===== src/rtl/lane_car_counter_if.sv =====
// Lane counter bus: arrival sensors and green mask in,
// per-lane queue counts, overflow flags and total out.
interface lane_car_counter_if #(
  parameter int NUM_LANES = 8,
  parameter int COUNT_W   = 8
);
  logic [NUM_LANES-1:0]              arriveSensor;
  logic [NUM_LANES-1:0]              laneOutput;
  logic                              clearOverflow;
  logic [NUM_LANES-1:0][COUNT_W-1:0] carCounts;
  logic [NUM_LANES-1:0]              overflowFlag;
  logic [COUNT_W+2:0]                totalCars;

  modport master (
    output arriveSensor,
    output laneOutput,
    output clearOverflow,
    input  carCounts,
    input  overflowFlag,
    input  totalCars
  );

  modport slave (
    input  arriveSensor,
    input  laneOutput,
    input  clearOverflow,
    output carCounts,
    output overflowFlag,
    output totalCars
  );
endinterface


===== src/rtl/lane_car_counter.sv =====
// Per-lane saturating queue counter: sensor rising edges arrive,
// green lanes drain one car every DEPART_INTERVAL cycles.
module lane_car_counter #(
  parameter int NUM_LANES       = 8,
  parameter int COUNT_W         = 8,
  parameter int DEPART_INTERVAL = 4
) (
  input  logic               clk,
  input  logic               rst,
  lane_car_counter_if.slave  bus
);

  localparam int TMR_W =
    (DEPART_INTERVAL > 1) ? $clog2(DEPART_INTERVAL) : 1;
  localparam logic [TMR_W-1:0] TMR_LAST =
    TMR_W'(DEPART_INTERVAL - 1);
  localparam logic [COUNT_W-1:0] CNT_MAX = '1;

  logic [NUM_LANES-1:0]              sensorQ;
  logic [NUM_LANES-1:0][TMR_W-1:0]   departTmr;
  logic [NUM_LANES-1:0][COUNT_W-1:0] countQ;
  logic [NUM_LANES-1:0]              ovfQ;

  logic [NUM_LANES-1:0] arrive;
  logic [NUM_LANES-1:0] tmrWrap;
  logic [NUM_LANES-1:0] depart;
  logic [NUM_LANES-1:0] incr;
  logic [NUM_LANES-1:0] decr;
  logic [NUM_LANES-1:0] ovfSet;
  logic [COUNT_W+2:0]   sum;

  always_comb begin
    arrive  = bus.arriveSensor & ~sensorQ;
    tmrWrap = '0;
    depart  = '0;
    incr    = '0;
    decr    = '0;
    ovfSet  = '0;
    for (int i = 0; i < NUM_LANES; i++) begin
      tmrWrap[i] = bus.laneOutput[i] &&
                   (departTmr[i] == TMR_LAST);
      // Timer keeps wrapping on an empty lane; only the pulse is gated.
      depart[i]  = tmrWrap[i] && (countQ[i] != '0);
      incr[i]    = arrive[i] && !depart[i] &&
                   (countQ[i] != CNT_MAX);
      decr[i]    = depart[i] && !arrive[i];
      ovfSet[i]  = arrive[i] && !depart[i] &&
                   (countQ[i] == CNT_MAX);
    end
  end

  always_ff @(posedge clk or negedge rst) begin
    if (!rst) begin
      sensorQ   <= '0;
      departTmr <= '0;
      countQ    <= '0;
      ovfQ      <= '0;
    end else begin
      sensorQ <= bus.arriveSensor;
      for (int i = 0; i < NUM_LANES; i++) begin
        if (!bus.laneOutput[i] || tmrWrap[i])
          departTmr[i] <= '0;
        else
          departTmr[i] <= departTmr[i] + 1'b1;

        unique case (1'b1)
          incr[i]: countQ[i] <= countQ[i] + 1'b1;
          decr[i]: countQ[i] <= countQ[i] - 1'b1;
          default: ;
        endcase

        if (ovfSet[i])
          ovfQ[i] <= 1'b1;
        else if (bus.clearOverflow)
          ovfQ[i] <= 1'b0;
      end
    end
  end

  always_comb begin
    sum = '0;
    for (int i = 0; i < NUM_LANES; i++)
      sum = sum + (COUNT_W+3)'(countQ[i]);
  end

  assign bus.carCounts    = countQ;
  assign bus.overflowFlag = ovfQ;
  assign bus.totalCars    = sum;

endmodule


===== src/flat_wrapper.sv =====
// flat-port wrapper written by rule: the top's interface ports become plain ports
module lane_car_counter_flat 
#(
  parameter int NUM_LANES       = 8,
  parameter int COUNT_W         = 8,
  parameter int DEPART_INTERVAL = 4
)
  (clk, rst, bus_arriveSensor, bus_laneOutput, bus_clearOverflow, bus_carCounts, bus_overflowFlag, bus_totalCars);
  lane_car_counter_if #(.NUM_LANES(NUM_LANES), .COUNT_W(COUNT_W)) bus_i ();
  input  logic clk;
  input  logic rst;
  input wire logic [$bits(bus_i.arriveSensor)-1:0] bus_arriveSensor;
  input wire logic [$bits(bus_i.laneOutput)-1:0] bus_laneOutput;
  input wire logic [$bits(bus_i.clearOverflow)-1:0] bus_clearOverflow;
  output wire logic [$bits(bus_i.carCounts)-1:0] bus_carCounts;
  output wire logic [$bits(bus_i.overflowFlag)-1:0] bus_overflowFlag;
  output wire logic [$bits(bus_i.totalCars)-1:0] bus_totalCars;
  assign bus_i.arriveSensor = bus_arriveSensor;
  assign bus_i.laneOutput = bus_laneOutput;
  assign bus_i.clearOverflow = bus_clearOverflow;
  assign bus_carCounts = bus_i.carCounts;
  assign bus_overflowFlag = bus_i.overflowFlag;
  assign bus_totalCars = bus_i.totalCars;
  lane_car_counter #(.NUM_LANES(NUM_LANES), .COUNT_W(COUNT_W), .DEPART_INTERVAL(DEPART_INTERVAL)) u_core (.clk(clk), .rst(rst), .bus(bus_i));
endmodule

===== config.mk =====
export PLATFORM = sky130hd
export DESIGN_NAME = lane_car_counter_flat
export DESIGN_NICKNAME = d
export VERILOG_FILES = /design/src/rtl/lane_car_counter_if.sv /design/src/rtl/lane_car_counter.sv /design/src/flat_wrapper.sv
export SDC_FILE = /design/constraint.sdc
export NUM_CORES = 1
export LEC_CHECK = 0
export BUFFER_PORTS_ARGS = -buffer_cell sky130_fd_sc_hd__buf_2
export CAP_MARGIN = 20
export CORE_MARGIN = 2
export CORE_UTILIZATION = 64
export DETAILED_ROUTE_END_ITERATION = 12
export PLACE_DENSITY_LB_ADDON = 0.12
export SKIP_LAST_GASP = 1
export SLEW_MARGIN = 20
export SYNTH_ARGS = -nofsm -noshare
export SYNTH_HDL_FRONTEND = slang
export SYNTH_SLANG_ARGS = --single-unit

===== constraint.sdc =====
create_clock -name clk -period 13.5 [get_ports clk]
set_input_delay 0.675 -clock clk [delete_from_list [all_inputs] [get_ports clk]]
set_output_delay 0.675 -clock clk [all_outputs]
set_load 0.01 [all_outputs]

==> results.sh <==
export IMPL_status="complete, no violations"
export IMPL_drc=0
export IMPL_syn_nets=916
export IMPL_cts_reportedPaths_clkPinSlew_ns=0.08
export IMPL_antenna_found_initial=0
export IMPL_hp_class="in2async"
export IMPL_drt_iter0_markers=356
export IMPL_gp_congestion=0.901
export IMPL_drive_gt1_share_pct=17.5
export IMPL_initial_core_util_pct=65.3
export IMPL_r2r_slack_ns=10.43
export IMPL_layout_worst_path_cycle_share_pct=48.0
export IMPL_die_area_um2=13100
export IMPL_ys_warn_count=0
export IMPL_io_pins=102
export IMPL_worst_pin_slew_ns=0.987
export IMPL_grt_setup_unrepaired="false"
export IMPL_cp_common_cell="fa_1"
export IMPL_ys_seq_elements=96
export IMPL_dpl_hpwl_um=14200
export IMPL_synth_area_um2=7810
export IMPL_synthTopCellsByArea="dfrtp_1 31%, ha_1 13%, fa_1 12%"
export IMPL_synth_avg_cell_area_um2=10.1
export IMPL_antenna_cells=0
export IMPL_cp_max_fo=7
export IMPL_clk_latency_ns=0.37
export IMPL_synth_async_reset_ratio_pct=100
export IMPL_ctsResizeCount=0
export IMPL_max_stage_delay_ns=0.56
export IMPL_cts_root_buf="clkbuf_16"
export IMPL_critPathKind="reg2out"
export IMPL_drt_wl_total_um=18100
export IMPL_clockBufferDepth=2
export IMPL_startpoint_type="flop"
export IMPL_dp_slack_ns=7.45
export IMPL_min_period_ns=6.47
export IMPL_synth_edf_count=0
export IMPL_rows=40
export IMPL_nets=1028
export IMPL_wl_per_cell_um=17.5
export IMPL_drtAntennaViolNets=0
export IMPL_syn2layout_area_growth_pct=13.0
export IMPL_grt_overflow_total=0
export IMPL_portBuffers=101
export IMPL_setup_tns_ns=0
export IMPL_yosysTopAreaCell="dfrtp_1"
export IMPL_worst_slack_ns=7.03
export IMPL_arrival_ns=5.80
export IMPL_fillCellCount=868
export IMPL_cts_sinks=96
export IMPL_synth_flop_cell="dfrtp_1"
export IMPL_hold_violations=0
export IMPL_synth_top_cell_area_share_pct=30.8
export IMPL_vias=6284
export IMPL_die_y_um=114
export IMPL_maxCapViolations=0
export IMPL_setup_viol=0
export IMPL_ys_seq_area_share_pct=30.8
export IMPL_synth_cells=771
export IMPL_cts_made_buffers=9
export IMPL_endpoint_kind="output port"
export IMPL_ff2ff_path_depth=9
export IMPL_grt_pass1_vias=6323
export IMPL_crit_chain="ha_1, inv_1, fa_1, nor2b_1, o21ai_0, a21boi_0, nor2_1, fa_1, inv_1, fa_1, fa_1, inv_1, fa_1, ha_1, o21ai_0, o21bai_1, a2111oi_0, nor3_1, xor2_1, buf_2"
export IMPL_cp_data_required_time_ns=12.82
export IMPL_core_area_um2=12000
export IMPL_grt_max_degree=58
export IMPL_yosysUniqueCellTypes=51
export IMPL_cts_tree="built"
export IMPL_grt_first_pass_wirelength_um=30100
export IMPL_cts_htree_levels=3
export IMPL_fmax_mhz=154
export IMPL_die_x_um=114
export IMPL_firstDrtPassIters=5
export IMPL_relSlewSlack_pct=32.3
export IMPL_timing_rr_start="u_core.bus.carCounts[26]"
export IMPL_fin_util_pct=73.8
export IMPL_drv_slew=0
export IMPL_grtUsageTotal_pct=29.4
export IMPL_cts_hold_buffers=0
export IMPL_skew_ns=0.00881
export IMPL_fin_hold_ws_ns=0.288
export IMPL_viasPerCell=6.07
export IMPL_cp_slowest_cell="fa_1"
export IMPL_cts_setup_buffers=0
export IMPL_timing_rr_end="u_core.bus.carCounts[30]"
## layout by cell type (no fill, tap or decap), types with 18 or more instances in the layout
cell      netlist  layout
fa_1           47      47
a21oi_1        50      50
nand2_1        18      18
o21ai_0        40      40
inv_1          88      88
xnor2_1        34      34
mux2i_1        18      18
dfrtp_1        96      96
nor2_1         35      35
mux2_2         27      27
nand2b_1       21      21
ha_1           79      79
buf_2           0     100
## stage by stage
step	cells	cell area, µm²
floorplan	771	7810
global placement	1019	8500
detailed placement	1019	8500
CTS	1035	8820
global route	1035	8820
finish	1035	8820
## worst max-delay path: cells and delay by family (launching register included)
family	cells	cell delay [ns]
simple gates	3	0.35
buf+inv	4	0.35
compound gates	5	1.06
xor+xnor	1	0.20
fa+ha+maj	7	3.04
flops	1	0.46
## kinds of logic (layout without fill, tap and decap cells)
| family | Yosys count | after routing | share of synthesized area [%] |
|---|---|---|---|
| simple gates | 182 | 182 | 13.2 |
| compound gates | 181 | 181 | 14.9 |
| fa+ha+maj | 126 | 126 | 24.7 |
| flops | 96 | 96 | 30.8 |
| buf+inv | 89 | 206 | 4.38 |
| xor+xnor | 51 | 51 | 5.72 |
| mux | 46 | 46 | 6.35 |
## registers in the layout, summed over array words and instances (netlist names)
register                 cells
u_core.departTmr            16
u_core.bus.overflowFlag      8
u_core.sensorQ               8
u_core.bus.carCounts        64
## layout make-up
cell class	instances	area, µm²	share of cell area [%]
clock inverter	7	103	1.16
timing repair buffer	102	515	5.84
sequential	96	2400	27.2
inverter	88	330	3.74
multi-input combinational	586	5060	57.4
clock buffer	9	225	2.55
tap	147	184	2.08
## cell usage after synthesis (2+ instances only)
library cell,count
xor2_1,17
nor2b_1,12
xnor2_1,34
nand3_1,5
nand2_1,18
o22ai_1,2
nor4_1,14
fa_1,47
a31o_1,2
nand2_2,6
o211ai_1,6
o21ai_0,40
and3b_1,8
nor3_1,15
ha_1,79
a21oi_1,50
o21bai_1,10
a21boi_0,2
or4_1,6
o31a_1,8
or3_1,11
o41ai_1,7
dfrtp_1,96
mux2i_1,18
nor3b_1,8
inv_1,88
nor2_1,35
and4_1,2
mux2_2,27
nand4_1,16
a31oi_1,7
a211oi_1,11
nand2b_1,21
o31ai_1,2
o21a_1,13
a21o_1,13
## worst max path at each step
stage	start	end
finish	u_core.bus.carCounts[8]	bus_totalCars[8]
global route	u_core.bus.carCounts[0]	bus_totalCars[10]
CTS	u_core.bus.carCounts[8]	bus_totalCars[8]
detailed placement	u_core.bus.carCounts[8]	bus_totalCars[8]
global placement	u_core.bus.carCounts[0]	bus_totalCars[8]
floorplan	u_core.bus.carCounts[8]	bus_totalCars[10]
## routing by layer
metal	global-route usage [%]	share of wire, %
met1	36.3	42
met2	50.1	49
met3	3.81	4.3
met4	16.3	4.5
met5	0	0
Power is left out: the tool's default activity adds up to more than one toggle a clock period on the data nets, which glitch-free logic cannot reach.
